===== src/rtl/wb_pkg.sv =====
// Shared definitions for the write-back store buffer: default sizes and the
// stored-entry layout.
package wb_pkg;

   localparam int WB_SB_DEPTH = 4;
   localparam int WB_ADDR_W   = 32;
   localparam int WB_DATA_W   = 32;
   localparam int WB_BE_W     = 4;

   // Loads are treated as touching the whole word when checking for overlap.
   localparam logic [WB_BE_W-1:0] WB_LD_BE_MASK = 4'hF;

   typedef struct packed {
      logic [WB_ADDR_W-1:0] addr;
      logic [WB_DATA_W-1:0] data;
      logic [WB_BE_W-1:0]   be;
   } sb_entry_t;

endpackage


===== src/rtl/sb_addr_match.sv =====
// One store-vs-load overlap comparator: same word and at least one enabled
// byte inside the load mask.
module sb_addr_match
   import wb_pkg::*;
#(
   parameter int ADDR_W = WB_ADDR_W
) (
   input  logic                 valid_i,
   input  logic [ADDR_W-1:0]    entry_addr_i,
   input  logic [WB_BE_W-1:0]   entry_be_i,
   input  logic [ADDR_W-1:0]    ld_addr_i,
   output logic                 hit_o
);

   logic unused_lsbs;

   assign unused_lsbs = ^{entry_addr_i[1:0], ld_addr_i[1:0]};

   assign hit_o = valid_i
                & (entry_addr_i[ADDR_W-1:2] == ld_addr_i[ADDR_W-1:2])
                & (|(entry_be_i & WB_LD_BE_MASK));

endmodule


===== src/rtl/wb_store_buffer.sv =====
// Circular FIFO of retired stores draining to the dcache in order, with a
// combinational load-overlap check against held and incoming stores.
module wb_store_buffer
   import wb_pkg::*;
#(
   parameter int SB_DEPTH = WB_SB_DEPTH,
   parameter int ADDR_W   = WB_ADDR_W
) (
   input  logic                 CLK,
   input  logic                 CLR,
   input  logic                 v_ex_dcache_write,
   input  logic [ADDR_W-1:0]    WB_MEM_ADDR,
   input  logic [WB_DATA_W-1:0] WB_MEM_DATA,
   input  logic [WB_BE_W-1:0]   WB_MEM_BE,
   input  logic                 EX_LD_V,
   input  logic [ADDR_W-1:0]    EX_LD_ADDR,
   input  logic                 DC_WR_ACK,
   output logic                 SB_DC_WR_V,
   output logic [ADDR_W-1:0]    SB_DC_ADDR,
   output logic [WB_DATA_W-1:0] SB_DC_DATA,
   output logic [WB_BE_W-1:0]   SB_DC_BE,
   output logic                 sb_stall_wb,
   output logic                 sb_ld_conflict,
   output logic                 sb_empty_all
);

   localparam int               PTR_W    = $clog2(SB_DEPTH);
   localparam logic [PTR_W:0]   FULL_CNT = (PTR_W+1)'(SB_DEPTH);

   sb_entry_t          mem_q [SB_DEPTH];
   logic [PTR_W-1:0]   head_q, head_d;
   logic [PTR_W-1:0]   tail_q, tail_d;
   logic [PTR_W:0]     count_q, count_d;

   logic               full;
   logic               push;
   logic               pop;
   logic [SB_DEPTH-1:0] occupied;
   logic [SB_DEPTH:0]   hit;

   assign full = (count_q == FULL_CNT);
   assign push = v_ex_dcache_write & ~full;
   assign pop  = SB_DC_WR_V & DC_WR_ACK;

   always_comb begin
      head_d  = head_q;
      tail_d  = tail_q;
      count_d = count_q;
      if (push) tail_d = tail_q + 1'b1;
      if (pop)  head_d = head_q + 1'b1;
      case ({push, pop})
         2'b10:   count_d = count_q + 1'b1;
         2'b01:   count_d = count_q - 1'b1;
         default: count_d = count_q;
      endcase
   end

   always_ff @(posedge CLK) begin
      if (CLR) begin
         head_q  <= '0;
         tail_q  <= '0;
         count_q <= '0;
      end else begin
         head_q  <= head_d;
         tail_q  <= tail_d;
         count_q <= count_d;
      end
   end

   // Entry contents need no reset; occupancy is tracked by the pointers alone.
   always_ff @(posedge CLK) begin
      if (push && !CLR) begin
         mem_q[tail_q] <= '{addr: WB_MEM_ADDR, data: WB_MEM_DATA, be: WB_MEM_BE};
      end
   end

   always_comb begin
      logic [PTR_W-1:0] offset;
      occupied = '0;
      for (int i = 0; i < SB_DEPTH; i++) begin
         offset      = PTR_W'(i) - head_q;
         occupied[i] = ({1'b0, offset} < count_q);
      end
   end

   for (genvar g = 0; g < SB_DEPTH; g++) begin : g_entry_match
      sb_addr_match #(.ADDR_W(ADDR_W)) u_match (
         .valid_i      (occupied[g]),
         .entry_addr_i (mem_q[g].addr),
         .entry_be_i   (mem_q[g].be),
         .ld_addr_i    (EX_LD_ADDR),
         .hit_o        (hit[g])
      );
   end

   sb_addr_match #(.ADDR_W(ADDR_W)) u_incoming_match (
      .valid_i      (v_ex_dcache_write),
      .entry_addr_i (WB_MEM_ADDR),
      .entry_be_i   (WB_MEM_BE),
      .ld_addr_i    (EX_LD_ADDR),
      .hit_o        (hit[SB_DEPTH])
   );

   assign SB_DC_WR_V     = (count_q != '0);
   assign SB_DC_ADDR     = mem_q[head_q].addr;
   assign SB_DC_DATA     = mem_q[head_q].data;
   assign SB_DC_BE       = mem_q[head_q].be;
   assign sb_stall_wb    = full & v_ex_dcache_write;
   assign sb_ld_conflict = EX_LD_V & (|hit);
   assign sb_empty_all   = (count_q == '0);

endmodule


===== config.mk =====
export PLATFORM = sky130hd
export DESIGN_NAME = wb_store_buffer
export DESIGN_NICKNAME = d
export VERILOG_FILES = /design/src/rtl/wb_pkg.sv /design/src/rtl/sb_addr_match.sv /design/src/rtl/wb_store_buffer.sv
export SDC_FILE = /design/constraint.sdc
export NUM_CORES = 1
export LEC_CHECK = 0
export CORE_ASPECT_RATIO = 0.9
export CORE_MARGIN = 2
export CORE_UTILIZATION = 55
export DETAILED_ROUTE_END_ITERATION = 12
export PLACE_DENSITY = 0.8
export SLEW_MARGIN = 20
export SYNTH_ARGS = -nofsm -noshare
export SYNTH_HDL_FRONTEND = slang
export SYNTH_SLANG_ARGS = --single-unit

===== constraint.sdc =====
create_clock -name CLK -period 8.8 [get_ports CLK]
set_clock_uncertainty 0.15 [all_clocks]
set_input_delay 1.32 -clock CLK [delete_from_list [all_inputs] [get_ports CLK]]
set_output_delay 1.32 -clock CLK [all_outputs]
set_load 0.02 [all_outputs]

==> results.py <==
metrics = {
    "yosys": {
        "synth_largest_area_cell": "edfxtp_1",
        "syn_nets": 777,
        "synth_area_um2": 12400,
        "ys_seq_area_frac": 0.674,
        "yosysTopAreaCellShare": 0.660,
        "syn_inst": 662,
        "synth-seq-cells": 281,
        "synth_area_leaders": "edfxtp_1, mux4_2, xnor2_1, xor2_1, buf_6",
        "yosys_warnings": 0,
        "ys_types": 30,
        "syn_area_per_cell_um2": 18.7,
    },
    "die": {
        "die_area_um2": 23700,
        "initial_core_util": 0.555,
        "die_w_um": 162,
        "num_io_pins": 177,
        "core_um2": 22300,
        "rows": 52,
        "die-height_um": 146,
    },
    "timing": {
        "fin_ws_ns": 3.21,
        "rsz0062_at_grt": "false",
        "maxSlewViolCount": 0,
        "setup_viol": 0,
        "fmax_mhz": 179,
        "fin_crit_ns": 5.59,
        "timing.final.crit_share": 0.636,
        "fin_setup_tns_ns": 0,
        "finalHoldViolations": 0,
        "worst_pin_slew_ns": 1.11,
        "slew-limit-headroom": 0.257,
        "timing.hold.ws_ns": 0.375,
    },
    "min_path": {
        "holdPathStages": 2,
        "hold_end": "tail_q[1]$_SDFFE_PP0P_",
        "min_from": "tail_q[1]$_SDFFE_PP0P_",
        "hp-class": "flip-flop to flip-flop",
    },
    "setup_path": {
        "reg2reg_depth": 5,
        "worstSetupStartpointType": "primary input",
        "critPathArrivalTime_ns": 4.12,
        "r2r_end": "mem_q[1][35]$_DFFE_PP_",
        "r2r-start": "count_q[0]$_SDFFE_PP0P_",
        "setup.worst_path.class": "primary input to output port",
        "crit_fanout": 5,
        "cp.required_ns": 7.33,
        "cp-end-kind": "output port",
        "reg2reg_slack_ns": 6.18,
    },
    "route": {
        "vias": 6664,
        "remaining_drc_errors": 0,
        "viasPerCell": 5.85,
        "first_pass_iters": 5,
        "postRouteAntennaNets": 0,
        "drt-total-wl_um": 28300,
        "drt_iter0_drc": 506,
        "wl_per_cell_um": 24.8,
    },
    "pwr": {
        "total_power_mw": 3.82,
        "vdd.ir_drop.worst_mv": 0.208,
        "p_leak_nw": 4.67,
        "p_per_area_nw_per_um2": 254,
    },
    "clocking": {
        "cts_made_buffers": 29,
        "h-tree-depth": 1,
        "cts.path.max_buffers": 3,
        "ctsResizeCount": 0,
        "cts_sinks": 281,
        "cts_hold_buf": 0,
        "clk_latency_ns": 0.54,
        "clock_tree.root_cell": "clkbuf_16",
        "clkTransAtPathRegs_ns": 0.06,
        "cts_tree": "yes",
        "cts_setup_buffers": 0,
    },
    "grt": {
        "grt_antenna_before_repair": 1,
        "grt.overflow.total": 0,
        "grt_pass1_vias": 7001,
        "grt_pass1_wl_um": 42300,
        "grt_usage": 0.240,
        "grt_max_degree": 69,
    },
    "place": {
        "dp_hpwl_um": 18800,
        "gp_congestion": 0.891,
        "place_ws_ns": 3.34,
        "io_buffers": 174,
    },
    "flow_run": {
        "cap_violations": 0,
    },
    "layout": {
        "layout.nets": 938,
        "most-common-layout-cells": "edfxtp_1, clkdlybuf4s50_1, xnor2_1",
        "diodes": 0,
        "layout_commonest_cell": "edfxtp_1",
        "syn2layout_area_growth_pct": 21.5,
        "final_core_util": 0.674,
        "drive_gt1_frac": 0.144,
    },
    "status": {
        "status": "complete, no violations",
    },
}
## cell type report
| type | instances | area [µm²] |
|---|---|---|
| fillers | 1449 | 7270 |
| clock inverters | 15 | 90.1 |
| inverters | 8 | 30.0 |
| flip-flops and latches | 281 | 8360 |
| repair buffers | 178 | 1820 |
| clock buffers | 35 | 748 |
| multi-input cells | 325 | 3630 |
| well taps | 297 | 372 |
## synthesized netlist by cell type
cell,number
and2_1,4
nand2_1,5
and2_4,1
ha_1,9
or3_4,1
o21ai_0,1
o21ai_1,1
clkbuf_1,8
a21oi_1,7
fa_1,1
xnor2_1,113
o2111ai_1,4
buf_4,1
xnor2_2,5
and3_1,1
o21a_1,1
mux4_2,68
or3_1,1
o41ai_1,5
nor4_1,17
inv_1,8
nand4_1,28
buf_6,25
xor2_1,38
nor2_1,10
edfxtp_1,272
nand2b_1,1
nand3_1,3
dfxtp_1,9
buf_2,14
## worst max path at each step
stage	from	endpoint	cells after the start
2_1_floorplan	CLR	mem_q[0][0]$_DFFE_PP_	3
3_3_place_gp	EX_LD_ADDR[20]	sb_ld_conflict	8
3_5_place_dp	EX_LD_ADDR[20]	sb_ld_conflict	8
4_1_cts	EX_LD_ADDR[20]	sb_ld_conflict	8
5_1_grt	EX_LD_ADDR[20]	sb_ld_conflict	8
6_report	EX_LD_ADDR[20]	sb_ld_conflict	8
## worst max-delay path: stages
cell,delay [ns]
clkdlybuf4s50_1,0.56
xnor2_1,0.50
nand4_1,0.24
nor4_1,0.34
nand3_1,0.14
o21ai_1,0.28
o21a_1,0.15
clkdlybuf4s50_1,0.60
## report_power, final
group          switching [mW]  total (mW)  internal (mW)
combinational           0.506        1.06          0.550
sequential             0.0942        1.65           1.56
clock                   0.483        1.11          0.626
total                    1.08        3.82           2.73
## cells by family after synthesis
kind of cell / after synthesis / synth area share
AOI/OAI and AO/OA: 19 / 0.0106
DFF: 281 / 0.674
adders and majority gates: 10 / 0.0107
muxes: 68 / 0.124
buffers and inverters: 56 / 0.0338
xor gates and xnor gates: 156 / 0.113
and+or+nand+nor: 72 / 0.0336
## metal layers
metal	up-vias	GRT usage	wire, µm
met5	-	0	11
met4	2	0.0593	681
met3	45	0.0466	2200
met2	295	0.392	13800
met1	3411	0.338	11600
li1	2911	-	-
## flip-flops by register name, indices dropped and copies added (netlist names), named ones only
signal   cells
count_q      3
mem_q      272
head_q       2
tail_q       2
## through the flow
step / instances / area (µm²)
after floorplan: 662 / 12400
after global placement: 1086 / 14100
after detailed placement: 1086 / 14100
after CTS: 1136 / 15000
after global routing: 1139 / 15000
final: 1139 / 15000
No activity file was read; power rests on OpenSTA's default activity.
